--- src/rtl/led_btn_mmio.sv ---
// Bus-mapped LED/button peripheral: NCH PWM LED channels, debounced button with press counter and irq.
// Define LED_BTN_EVCNT_EN to build the EVCNT register and make ev_strb functional.

module led_pwm_lane #(
  parameter int PWM_W   = 8,
  parameter int INV_RST = 1
) (
  input  logic             clk48,
  input  logic             rst_n,
  input  logic             we,
  input  logic [PWM_W-1:0] wd,
  input  logic [PWM_W-1:0] wbits,
  input  logic             en,
  input  logic             inv,
  input  logic             load,
  input  logic [PWM_W-1:0] cnt,
  output logic [PWM_W-1:0] duty,
  output logic             pwm
);
  logic [PWM_W-1:0] shadow;

  // shadow only follows duty at period boundaries (or while disabled) so edits never cut a pulse short
  always_ff @(posedge clk48 or negedge rst_n)
    if (!rst_n) begin
      duty   <= '0;
      shadow <= '0;
      pwm    <= 1'(INV_RST);
    end else begin
      if (we)   duty   <= (duty & ~wbits) | (wd & wbits);
      if (load) shadow <= duty;
      pwm <= (en && (cnt < shadow)) ^ inv;
    end
endmodule

module led_btn_mmio #(
  parameter int NCH        = 3,
  parameter int PWM_W      = 8,
  parameter int DEB_CYCLES = 480000,
  parameter int INV_RST    = 1
) (
  input  logic           clk48,
  input  logic           rst_n,
  input  logic [31:0]    addr,
  input  logic [31:0]    wdata,
  input  logic [3:0]     wmask,
  input  logic           wstrb,
  input  logic           rstrb,
  output logic [31:0]    rdata,
  output logic           rbusy,
  output logic           wbusy,
  input  logic           btn_in,
  input  logic           ev_strb,
  output logic [NCH-1:0] pwm_out,
  output logic           btn_irq
);
  localparam int DW = $clog2(DEB_CYCLES + 1);
  localparam logic [3:0] A_CTRL  = 4'd0;
  localparam logic [3:0] A_PRESC = 4'd1;
  localparam logic [3:0] A_DUTY0 = 4'd2;
  localparam logic [3:0] A_BTN   = 4'd8;
  localparam logic [3:0] A_EVCNT = 4'd9;

  logic [3:0]  off;
  logic [31:0] wbits;
  assign off   = addr[5:2];
  assign wbits = {{8{wmask[3]}}, {8{wmask[2]}}, {8{wmask[1]}}, {8{wmask[0]}}};
  assign rbusy = 1'b0;
  assign wbusy = 1'b0;

  logic        ctrl_en, ctrl_inv;
  logic [15:0] presc;

  always_ff @(posedge clk48 or negedge rst_n)
    if (!rst_n) begin
      ctrl_en  <= 1'b0;
      ctrl_inv <= 1'(INV_RST);
      presc    <= '0;
    end else if (wstrb) begin
      if (off == A_CTRL && wmask[0]) {ctrl_inv, ctrl_en} <= wdata[1:0];
      if (off == A_PRESC) presc <= (presc & ~wbits[15:0]) | (wdata[15:0] & wbits[15:0]);
    end

  logic [15:0]      pcnt;
  logic [PWM_W-1:0] cnt;
  logic             tick, load;
  assign tick = ctrl_en && (pcnt == presc);
  assign load = !ctrl_en || (tick && (cnt == {PWM_W{1'b1}}));

  always_ff @(posedge clk48 or negedge rst_n)
    if (!rst_n) begin
      pcnt <= '0;
      cnt  <= '0;
    end else if (!ctrl_en) begin
      pcnt <= '0;
      cnt  <= '0;
    end else begin
      pcnt <= tick ? '0 : pcnt + 16'd1;
      if (tick) cnt <= cnt + PWM_W'(1);
    end

  logic [NCH-1:0]            duty_we;
  logic [NCH-1:0][PWM_W-1:0] duty;

  for (genvar i = 0; i < NCH; i++) begin : g_lane
    assign duty_we[i] = wstrb && (off == 4'(A_DUTY0 + i));
    led_pwm_lane #(.PWM_W(PWM_W), .INV_RST(INV_RST)) u_lane (
      .clk48 (clk48),
      .rst_n (rst_n),
      .we    (duty_we[i]),
      .wd    (wdata[PWM_W-1:0]),
      .wbits (wbits[PWM_W-1:0]),
      .en    (ctrl_en),
      .inv   (ctrl_inv),
      .load  (load),
      .cnt   (cnt),
      .duty  (duty[i]),
      .pwm   (pwm_out[i])
    );
  end

  logic          sync1, sync2, lvl, mism, flip, btn_clr;
  logic [DW-1:0] deb_cnt;
  logic [7:0]    press;
  assign mism    = sync2 ^ lvl;
  assign flip    = mism && (deb_cnt == DW'(DEB_CYCLES - 1));
  assign btn_clr = wstrb && (off == A_BTN) && (|wmask);

  always_ff @(posedge clk48 or negedge rst_n)
    if (!rst_n) begin
      sync1   <= 1'b0;
      sync2   <= 1'b0;
      lvl     <= 1'b0;
      deb_cnt <= '0;
      press   <= '0;
      btn_irq <= 1'b0;
    end else begin
      sync1   <= btn_in;
      sync2   <= sync1;
      deb_cnt <= (mism && !flip) ? deb_cnt + DW'(1) : '0;
      if (flip) lvl <= ~lvl;
      btn_irq <= flip && !lvl;
      // a clearing write beats a press landing on the same edge
      if (btn_clr)           press <= '0;
      else if (flip && !lvl) press <= press + 8'd1;
    end

  logic [31:0] evcnt;
`ifdef LED_BTN_EVCNT_EN
  always_ff @(posedge clk48 or negedge rst_n)
    if (!rst_n)                         evcnt <= '0;
    else if (wstrb && off == A_EVCNT)   evcnt <= (evcnt & ~wbits) | (wdata & wbits);
    else if (ev_strb)                   evcnt <= evcnt + 32'd1;
`else
  assign evcnt = '0;
`endif

  logic [31:0] rd;
  always_comb begin
    rd = '0;
    case (off)
      A_CTRL:  rd = {30'b0, ctrl_inv, ctrl_en};
      A_PRESC: rd = {16'b0, presc};
      A_BTN:   rd = {16'b0, press, 7'b0, lvl};
      A_EVCNT: rd = evcnt;
      default:
        for (int i = 0; i < NCH; i++)
          if (off == 4'(A_DUTY0 + i)) rd = 32'(duty[i]);
    endcase
  end

  // rd reflects state before this edge, so a same-cycle write returns the old value
  always_ff @(posedge clk48 or negedge rst_n)
    if (!rst_n)     rdata <= '0;
    else if (rstrb) rdata <= rd;

  logic unused;
  assign unused = ^{addr, wdata, wbits, ev_strb};
endmodule
--- config.mk ---
export PLATFORM = sky130hd
export DESIGN_NAME = led_btn_mmio
export DESIGN_NICKNAME = d
export VERILOG_FILES = /design/src/rtl/led_btn_mmio.sv
export SDC_FILE = /design/constraint.sdc
export NUM_CORES = 1
export LEC_CHECK = 0
export ABC_AREA = 1
export CELL_PAD_IN_SITES_DETAIL_PLACEMENT = 1
export CELL_PAD_IN_SITES_GLOBAL_PLACEMENT = 1
export CORE_MARGIN = 4
export CORE_UTILIZATION = 41
export DETAILED_ROUTE_END_ITERATION = 12
export PLACE_DENSITY = 0.79
export SLEW_MARGIN = 20
export SYNTH_ARGS = -nofsm -noshare
export SYNTH_HDL_FRONTEND = slang
export SYNTH_HIERARCHICAL = 1
export SYNTH_SLANG_ARGS = --single-unit
--- constraint.sdc ---
create_clock -name clk48 -period 3.05 [get_ports clk48]
set_input_delay 0.61 -clock clk48 [delete_from_list [all_inputs] [get_ports clk48]]
set_output_delay 0.61 -clock clk48 [all_outputs]
set_load 0.02 [all_outputs]
# [After elaboration in Yosys (flattened, before gate mapping)]
# Cells that the tools add are included.
[op_classes] reduce_logical=23 muxes=11 n_eq_ne=10 n_lt_le_gt_ge=3 bitwise_logic=17 addsub=4
[op_table] op="$pmux 32 s4" n=1
[op_table] op="$mux 32" n=2
[op_table] op="$mux 8" n=5
[op_table] op="$and 16x16->16" n=2
[op_table] op="$and 8x8->8" n=4
[op_table] op="$mux 16" n=2
[op_table] op="$lt 8x8->1" n=3
[op_table] op="$or 8x8->8" n=3
[op_table] op="$add 19x1->19 const B" n=1
[op_table] op="$eq 19x19->1 const B" n=1
[op_table] op="$mux 19" n=1
[op_table] op="$add 16x1->16 const B" n=1
[op_table] op="$add 8x1->8 const B" n=2
[op_table] op="$eq 16x16->1" n=1
[op_table] op="$not 16->16" n=1
[op_table] op="$or 16x16->16" n=1
[op_table] op="$logic_and 1x1->1" n=14
[op_table] op="$eq 4x2->1 const B" n=2
[op_table] op="$eq 4x4->1 const B" n=2
[op_table] op="$eq 8x8->1 const B" n=1
[op_table] op="$not 8->8" n=1
[op_table] op="$eq 4x1->1 const B" n=1
[op_table] op="$eq 4x3->1 const B" n=1
[op_table] op="$logic_not 4->1" n=1
[op_table] op="other kinds (8)" n=14
[totals] inputBits=74 register_bits=156 output_inout_bits=38 wordCells=89

# [Longest topological paths before layout]
[depth] word_depth=5 ltp_mapped=11 mapped_depth_nobuf=10

# [Cells and area by module]
# The synthesis kept the hierarchy.
[by_module_without_submodules] mod="led_btn_mmio" cells_per_inst=705 n_inst=1 area_each_um2=5147.4 seq_area_each_um2=2228.4
[by_module_without_submodules] mod="led_pwm_lane" cells_per_inst=97 n_inst=3 area_each_um2=879.6 seq_area_each_um2=426.7

# [Least setup slack after synthesis]
# Ideal clock, no wire load.
[synth_timing] path_kind="reg-to-reg" from="reg pcnt[2]" to="reg g_lane[0].u_lane.shadow[0]" slack_ns=0.597 arrival_time_ns=2.328 path_stages_with_launch=9 required_ns=2.925 setup_time_ns=0.125 synth_period_minus_slack_ns=2.453 path_cell_list="dfrtp_1 nand2_1 nand2_1 nor2_2 nand2_2 nor2_4 nand2_4 o21ai_0 mux2_2"
[synth_via] elab_chain_cells=4
[synth_lines] element="start, declared" line_no="83" rtl="logic [15:0] pcnt;"
[synth_lines] element="start signal, assigned" line_no="97" rtl="pcnt <= tick ? '0 : pcnt + 16'd1;"
[synth_lines] element="$eq 16x16->1" line_no="86" rtl="assign tick = ctrl_en && (pcnt == presc);"
[synth_lines] element="$logic_and 1x1->1" line_no="86"
[synth_lines] element="$logic_and 1x1->1" line_no="87" rtl="assign load = !ctrl_en || (tick && (cnt == {PWM_W{1'b1}}));"
[synth_lines] element="$logic_or 1x1->1" line_no="87"
[synth_lines] element="net load" line_no="85" rtl="logic tick, load;"
[synth_lines] element="end signal, assigned" line_no="30" rtl="if (load) shadow <= duty;"
[synth_lines] element="end, declared" line_no="20" rtl="logic [PWM_W-1:0] shadow;"
# The timed path passes the listed nets, and every way through them passes these cells.
# A chain may end at the register's enable or synchronous reset.

# [Final worst setup path]
[layout_timing] from="reg pcnt[4]" to="reg g_lane[0].u_lane.shadow[5]"
# The elaborated chain is that of the path after synthesis.

==> summary.md <==
| Metric | Value |
|---|---|
| Status | completed |
| Yosys cell types | 37 |
| Total congestion overflow after global routing | 0 |
| Overall routing resource usage | 20.5% |
| Measured slew at the worst slew-check pin | 0.647 ns |
| WL/cell | 16.2 um |
| Sort of element at the end of the critical path | register |
| Resized cells post-CTS | 0 |
| H-tree level count | 4 |
| 1st-pass router iterations | 4 |
| Synth area leaders | dfrtp_1 (44%), nand2_1 (13%), inv_1 (6.6%), nor2_1 (5.0%), ha_1 (4.0%) |
| Final period util | 83.8% |
| Number of global-route vias before repair | 7042 |
| Number of filler instances in the final layout | 2297 |
| Area delta synth->final | 16.5% |
| Layout cell share with drive strength beyond 1 | 8.35% |
| Data arrival time at the worst-slack endpoint | 2.84 ns |
| Number of buffers added by the clock tree synthesis step | 17 |
| Power Density | 620 nW/um^2 |
| Die area | 21300 sq um |
| Detailed placement HPWL | 15200 um |
| Clock Sinks | 140 |
| Yosys reg bits | 140 |
| Number of enable-type register cells in the synthesized netlist | 0 |
| Worst voltage drop across the vdd grid | 0.391 mV |
| Dominant cell type by area after synthesis | dfrtp_1 |
| Hold crit path type | in -> async |
| Count of max-cap constraint violations | 0 |
| Total setup violations reported at the end of the flow | 0 |
| Sequential cell area | 3510 sq um |
| Die height | 146 um |
| DRC viols | 0 |
| Number of pins with negative max-slew slack in the final report | 0 |
| Count of pins on the block boundary | 112 |
| Accumulated negative setup slack | 0 ns |
| Core ar. | 18700 sq um |
| Required arrival time at the worst endpoint | 3.34 ns |
| Proportion of netlist area held by the largest area contributor | 43.7% |
| RSZ-0062 raised after global routing | no |
| Seq/Total Area, Yosys | 45.1% |
| Kind of critical path | reg -> reg |
| Average instance area after synthesis | 7.82 sq um |
| Cell count after synthesis | 996 |
| Maximum clock frequency | 0.391 GHz |
| Wire length of the first global-routing pass | 35700 um |
| Starting density of the core | 41.6% |
| Critical path fanouts, max | 36 |
| Violation count after the first detailed-route iteration | 253 |
| Reported leakage power | 4.47 nW |
| Count of antenna diodes in the layout | 0 |
| CTS clk-pin slew, worst paths | 0.06 ns |
| Category of the worst setup path launch point | register |
| Source-to-sink clock delay at the later pin of the worst-skew pair | 0.42 ns |
| Routed vias/inst | 5.12 |
| Number of antenna violations at the first check in global routing | 0 |
| Die extent in x | 146 um |
| Clock skew | 0.00760 ns |
| Nets | 1152 |
| Clk Tree Root Cell | clkbuf_16 |
| CTS tree | yes |
| Via total after detailed routing | 6653 |
| Cell area after synthesis | 7790 sq um |
| Wire length reported by the detailed router | 21100 um |
| Main flop type after synthesis | dfrtp_1 |
| Number of warnings issued by yosys | 6 |
| Fraction of synthesis flops using an asynchronous set or reset pin | 100% |
| Count of buffers from port buffering | 48 |
| Tmin final | 2.56 ns |
| Final hold violation count | 0 |
| Hold-fix buffers, CTS | 0 |
| Placement row count | 50 |
| Largest net degree at the start of global routing | 63 |
| Reg-to-reg slack, setup | 0.49 ns |
| Clock tree buffer depth | 2 |
| Final weighted congestion in routability-driven placement | 0.841 |
| Multi-input logic area | 3510 sq um |
| Worst slew margin relative to its limit | 56.6% |
| Minimum hold slack | 0.165 ns |
| Count of nets left with antenna violations after detail routing | 0 |
| Post CTS Setup Buffer Count | 0 |
## worst paths after layout
check,depth (start not counted),to,from
min in group clk48,0,sync2,sync1
worst max register to register,10,g_lane[0].u_lane/shadow[5],pcnt[4]
max in group asynchronous,2,g_lane[1].u_lane/pwm,rst_n
worst max-delay path,10,g_lane[0].u_lane/shadow[5],pcnt[4]
worst min-delay path,1,g_lane[0].u_lane/shadow[4],rst_n
worst min register to register,0,sync2,sync1
## synthesized netlist by cell type, types with 8 or more instances
library cell	n
a31oi_1	26
nand2_1	276
o21ai_0	42
dfrtp_1	136
nand3_1	49
nor2_1	104
nand3_2	8
buf_4	21
nand4_1	17
inv_1	136
nor3_1	17
xor2_1	24
ha_1	25
a21oi_1	40
## layer usage
| layer | up-vias | GRT usage (%) | routed length, um |
|---|---|---|---|
| met5 | - | 0 | 0 |
| met4 | 0 | 6.36 | 437 |
| met3 | 32 | 3.74 | 483 |
| met2 | 73 | 36.9 | 11100 |
| met1 | 3278 | 24.9 | 9060 |
| li1 | 3270 | - | - |
## kinds of logic (layout without fill, tap and decap cells)
logic type      count (synthesis)  count (layout)  share of synthesized area [%]
compound gates                126             126                           9.21
simple gates                  496             496                           27.4
flops                         140             140                           45.1
buf+inv                       179             232                           10.9
fa+ha+maj                      25              25                           4.02
mux                             3               3                          0.434
xor+xnor                       26              26                           2.92
other cells                     1              18                         0.0482
## final cells by class
type / count / share of cell area, %
Sequential cell: 140 / 38.7
Multi-Input combinational cell: 694 / 38.7
Timing Repair Buffer: 60 / 6.39
Inverter: 140 / 5.79
Clock buffer: 18 / 4.84
Tap cell: 234 / 3.23
Clock inverter: 14 / 2.40
## critical path: stages, from the launching register on
cell and delay (ns):
dfrtp_1 0.39, inv_1 0.08, nand2_1 0.06, nand2_1 0.05, nor2_1 0.18, nand2_1 0.12, nor2_4 0.31, nand2_4 0.24
o21ai_2 0.42, buf_4 0.38, o21ai_0 0.16
## per-stage QoR
step	power, mW	setup slack, ns	cells	cell area [sq um]	util (%)
2_1_floorplan	2.97	0.597	1013	7850	-
3_5_place_dp	3.34	0.526	1268	8410	45.0
3_3_place_gp	3.27	0.588	1268	8410	45.0
6_report	5.62	0.494	1300	9070	48.5
5_1_grt	5.94	0.190	1300	9070	48.5
4_1_cts	5.68	0.472	1300	9070	48.5
## layout by cell type (no fill, tap or decap), types with 8 or more instances in the layout
master | netlist | layout
nor3_1 | 17 | 16
nor2_1 | 104 | 104
o21ai_0 | 42 | 41
nand3_2 | 8 | 8
a31oi_1 | 26 | 26
nand2_1 | 276 | 276
buf_4 | 21 | 11
inv_1 | 136 | 136
a21oi_1 | 40 | 40
nand4_1 | 17 | 17
ha_1 | 25 | 25
clkdlybuf4s50_1 | 0 | 46
xor2_1 | 24 | 24
dfrtp_1 | 136 | 136
conb_1 | 1 | 18
nand3_1 | 49 | 49
clkbuf_16 | 0 | 17
## report_power, final
part	total [mW]	internal (mW)	switching [mW]
Combinational	0.981	0.362	0.619
Clock	2.31	1.48	0.838
Sequential	2.33	2.15	0.181
Power figures use the tool's default switching activity.
==> RTL edit 1 (config.mk and constraints unchanged) <==
`PWM_W` is set to 8 in 2 places; all go to 6.
--- a/src/rtl/led_btn_mmio.sv
+++ b/src/rtl/led_btn_mmio.sv
@@ -2,7 +2,7 @@
 // Define LED_BTN_EVCNT_EN to build the EVCNT register and make ev_strb functional.
 
 module led_pwm_lane #(
-  parameter int PWM_W   = 8,
+  parameter int PWM_W   = 6,
   parameter int INV_RST = 1
 ) (
   input  logic             clk48,
@@ -34,7 +34,7 @@
 
 module led_btn_mmio #(
   parameter int NCH        = 3,
-  parameter int PWM_W      = 8,
+  parameter int PWM_W      = 6,
   parameter int DEB_CYCLES = 480000,
   parameter int INV_RST    = 1
 ) (
Function: changed (Yosys sat finds a counterexample within 4 cycles, from zero or initial values and one cycle with rst_n low).
==> RTL edit 1 against the unedited design <==
Non-clock buffer count up 1. Worst setup slack better by 0.21 ns. Critical path depth down 1. Utilization up 0.90 points. Largest power group unchanged. Cell area down 9.7%. Hold slack worse by 0.040 ns. Routed wire length down 11%. Sequential share of layout area down 0.12 points. Synthesized area down 11%. Sequential cell count down 14. Sequential power down 13%. Count of clock-buffer cells in the layout up 6. Global-route usage down 0.060 points. Power down 16%.
==> RTL edit 1: results (changes against the unedited design) <==
----------------------------------------------------
[Outcome]
  Result of the run ... finished, final reports clean

[Place]
  GP Congestion ... 0.7976 (-5.2%)
  Pre-CTS setup slack ... 0.4782 ns (-0.04829 ns)
  Total placed cells including tap cells ... 1168 (-7.9%)
  Area post-placement ... 7645 um2 (-9.1%)
  Hpwl dp ... 13700 um (-10%)

[Finish]
  Buffer share of cell area ... 7.227% (+0.84 points)
  CLK BUF ... 24 (+6)
  Fraction of layout cells with a size suffix above 1 ... 7.967% (-0.38 points)
  Non-Clock Inverter Count ... 132 (-5.7%)
  Multi-input gate area in the final layout ... 3124 um2 (-11%)
  Clock network contribution to total cell area ... 6.646% (-0.60 points)
  NumNets Final ... 1060 (-8.0%)
  Fraction of standard cell area that is sequential ... 38.56% (-0.12 points)

[GRT]
  Met3 layer usage reported by global route ... 4.144% (+0.41 points)
  Met2 routing resource usage after global routing ... 35.89% (-1.0 points)
  Largest net degree at the start of global routing ... 55 (-13%)
  First-pass GRT wire length ... 31910 um (-11%)
  Number of global-route vias before repair ... 6511 (-7.5%)
  GR Layer Usage met1 ... 25.26% (+0.35 points)

[Synthesis]
  Xor and xnor area share after synthesis ... 3.399% (+0.47 points)
  Average instance area after synthesis ... 7.688 um2 (-1.7%)
  Netlist Area Pre-Place ... 6958 um2 (-11%)
  Most numerous cell types in the synthesized netlist ... nand2_1, dfrtp_1, inv_1
  Cells taking the most area after synthesis ... dfrtp_1, nand2_1, inv_1, nor2_1, nand3_1
  Seq/Total Area, Yosys ... 45.39% (+0.33 points)

[Timing]
  Worst slew pin tran ... 0.7587 ns (+0.1118 ns)
  Largest clock skew in the final design ... 0.01435 ns (+0.006752 ns)

[Power and ir drop]
  Reported net switching power ... 1.358 mW (-17%)
  Standby leakage power ... 4.023 nW (-10%)
  Clock network power share ... 40.4% (-0.8 points)
  Largest vdd supply drop ... 0.0003886 V (-0.65%)
  Power share of the sequential group ... 42.9% (+1.5 points)

[Critical path]
  Worst reg2reg path depth ... 9 (-1)
  Maximum fanout count along the critical path ... 14 (-61%)
  Worst EP arrival ... 2.64 ns (-0.20 ns)

[Drt]
  Total wire length after detailed routing ... 18730 um (-11%)
  DRC marker count from the first detailed-route iteration ... 218 (-14%)
  Post-DR vias/cell ... 5.000 (-2.3%)

----------------------------------------------------
## RTL edit 1: cell count changes after synthesis, sizes merged, moves of 5 or more
cell	before	now
nor3	18	13
dfrtp	136	122
nand2	282	253
inv	140	131
ha	25	19
o22a	6	0
a31oi	26	19
## RTL edit 1: worst paths after layout
path                                     from                                     end  slack (ns)
max in group asynchronous               rst_n              asynchronous set/reset pin        2.17
hold reg to reg               sync1$_DFF_PN0_                         sync2$_DFF_PN0_        0.37
setup reg to reg           pcnt[12]$_DFF_PN0_  g_lane[1].u_lane/shadow[0]$_DFFE_PN0P_        0.71
setup / recovery           pcnt[12]$_DFF_PN0_  g_lane[1].u_lane/shadow[0]$_DFFE_PN0P_        0.71
hold / removal                          rst_n              asynchronous set/reset pin        0.13
min in group clk48            sync1$_DFF_PN0_                         sync2$_DFF_PN0_        0.37
## RTL edit 1: layer usage
layer	vias up	wire, um
met3	24	584
li1	2949	-
met1	2940	8370
met5	-	0
met4	0	281
met2	82	9494
==> RTL edit 2 (same flow settings) <==
Made on the original files. Register the inputs `addr`, `wmask` and `btn_in` before use. The logic sees them one clock later. The other inputs are not delayed to match.
--- a/src/rtl/led_btn_mmio.sv
+++ b/src/rtl/led_btn_mmio.sv
@@ -60,10 +60,20 @@
   localparam logic [3:0] A_BTN   = 4'd8;
   localparam logic [3:0] A_EVCNT = 4'd9;
 
+  logic [31:0] addr_q;
+  logic [3:0] wmask_q;
+  logic btn_q;
+
+  always_ff @(posedge clk48) begin
+    addr_q  <= addr;
+    wmask_q <= wmask;
+    btn_q   <= btn_in;
+  end
+
   logic [3:0]  off;
   logic [31:0] wbits;
-  assign off   = addr[5:2];
-  assign wbits = {{8{wmask[3]}}, {8{wmask[2]}}, {8{wmask[1]}}, {8{wmask[0]}}};
+  assign off   = addr_q[5:2];
+  assign wbits = {{8{wmask_q[3]}}, {8{wmask_q[2]}}, {8{wmask_q[1]}}, {8{wmask_q[0]}}};
   assign rbusy = 1'b0;
   assign wbusy = 1'b0;
 
@@ -76,7 +86,7 @@
       ctrl_inv <= 1'(INV_RST);
       presc    <= '0;
     end else if (wstrb) begin
-      if (off == A_CTRL && wmask[0]) {ctrl_inv, ctrl_en} <= wdata[1:0];
+      if (off == A_CTRL && wmask_q[0]) {ctrl_inv, ctrl_en} <= wdata[1:0];
       if (off == A_PRESC) presc <= (presc & ~wbits[15:0]) | (wdata[15:0] & wbits[15:0]);
     end
 
@@ -123,7 +133,7 @@
   logic [7:0]    press;
   assign mism    = sync2 ^ lvl;
   assign flip    = mism && (deb_cnt == DW'(DEB_CYCLES - 1));
-  assign btn_clr = wstrb && (off == A_BTN) && (|wmask);
+  assign btn_clr = wstrb && (off == A_BTN) && (|wmask_q);
 
   always_ff @(posedge clk48 or negedge rst_n)
     if (!rst_n) begin
@@ -134,7 +144,7 @@
       press   <= '0;
       btn_irq <= 1'b0;
     end else begin
-      sync1   <= btn_in;
+      sync1   <= btn_q;
       sync2   <= sync1;
       deb_cnt <= (mism && !flip) ? deb_cnt + DW'(1) : '0;
       if (flip) lvl <= ~lvl;
@@ -174,5 +184,5 @@
     else if (rstrb) rdata <= rd;
 
   logic unused;
-  assign unused = ^{addr, wdata, wbits, ev_strb};
+  assign unused = ^{addr_q, wdata, wbits, ev_strb};
 endmodule
Behaviour: not the same (a bounded check fails within 4 cycles, from zero or initial values and one cycle with rst_n low).
==> RTL edit 2 against the unedited design <==
Sequential share of layout area rose by 1.4 points. Worst setup slack improved by 0.14 ns. Global-route usage is 0.38 points lower. Synthesized area grew 2.6%. Sequential cell count is 9 higher. Non-clock buffer count down 3. Utilization is 0.086 points higher. Power fell by 3.7%. Cell area increased by 1.5%. Routed wire length is 0.22% lower. Highest routed layer unchanged.
==> RTL edit 2: results (changes against the unedited design) <==
----------------------------------------------------
[Outcome]
  Result of the run ... finished, final reports clean

[Finish]
  Multi-input gate share of the layout cell area ... 38.03% (-0.63 points)
  FF+latch count ... 149 (+6.4%)
  Clock network contribution to total cell area ... 6.089% (-1.2 points)
  Fraction of standard cell area that is sequential ... 40.08% (+1.4 points)
  NumNets Final ... 1156 (+0.35%)
  Number of standard cells in the layout, taps in and fillers out ... 1330 (+2.3%)
  Number of inserted filler cells in the final layout ... 2343 (+2.0%)
  Number of buffers outside the clock class in the layout ... 57 (-5.0%)
  Buffer share of cell area ... 6.238% (-0.15 points)
  CLK BUF ... 21 (+3)
  Non-Clock Inverter Count ... 148 (+5.7%)

[Synthesis]
  Most numerous cell types in the synthesized netlist ... nand2_1, dfrtp_1, inv_1
  Share of cell area taken by muxes after synthesis ... 0.4229% (-0.011 points)
  Adder-cell share of the synthesized area ... 3.915% (-0.10 points)
  Fraction of synthesis flops using an asynchronous set or reset pin ... 93.96% (-6.0 points)
  Seq/Total Area, Yosys ... 46.17% (+1.1 points)
  Distinct cell type count after synthesis ... 39 (+5.4%)
  Cells taking the most area after synthesis ... dfrtp_1, nand2_1, inv_1, nor2_1, ha_1
  Average instance area after synthesis ... 7.965 um2 (+1.9%)

[Critical path]
  Setup slack, reg-to-reg ... 0.63 ns (+0.14 ns)
  Maximum fanout count along the critical path ... 38 (+5.6%)
  Worst reg2reg startpoint ... pcnt[5]$_DFF_PN0_
  Largest stage delay on the critical path ... 0.45 ns (+0.03 ns)
  Cell type of the slowest stage on the worst timing path ... dfrtp_1

[Power and ir drop]
  Standby leakage power ... 4.571 nW (+2.3%)
  Largest vdd supply drop ... 0.0004330 V (+11%)
  Reported net switching power ... 1.629 mW (-0.59%)

[Timing]
  Final Worst Setup Slack ... 0.6290 ns (+0.1351 ns)
  Worst Hold Slack ... 0.1535 ns (-0.01185 ns)
  Worst slew pin tran ... 0.8755 ns (+0.2287 ns)

[Place]
  GP Congestion ... 0.8205 (-2.5%)
  Pre-CTS setup slack ... 0.6832 ns (+0.1567 ns)
  Hpwl dp ... 15230 um (about the same)

[GRT]
  Largest net degree at the start of global routing ... 62 (-1.6%)
  First-pass GRT wire length ... 35190 um (-1.3%)
  Gr usage total ... 20.12% (-0.38 points)

[Floorplanning]
  Total Die Area ... 21780 um2 (+2.5%)

[Drt]
  DRC marker count from the first detailed-route iteration ... 214 (-15%)

----------------------------------------------------
-- RTL edit 2: changes by cell type after synthesis, moves of 4 or more --
| cell | before | now |
|---|---|---|
| xor2_1 | 24 | 29 |
| dfxtp_1 | 0 | 9 |
| inv_1 | 136 | 125 |
| nand2_1 | 276 | 268 |
| o21ai_1 | 0 | 4 |
| nor3_1 | 17 | 13 |
| inv_2 | 4 | 23 |
-- RTL edit 2: per-layer routing --
metal  up-vias  track usage (%)  part of all wire (%)
met5         -                0                     0
met1      3225            27.33                    48
met2        79            32.97                    48
li1       3255                -                     -
met4         0            6.151                   1.5
met3        27            3.587                   2.5
-- RTL edit 2: power groups by stage --
| stage | registers (mW) | clock network (mW) | logic, mW |
|---|---|---|---|
| floorplan | 2.46 | 0 | 0.605 |
| global placement | 2.48 | 0 | 0.897 |
| detailed placement | 2.49 | 0 | 0.942 |
| CTS | 2.46 | 2.06 | 0.952 |
| global route | 2.49 | 2.16 | 1.08 |
| finish | 2.45 | 2.02 | 0.941 |
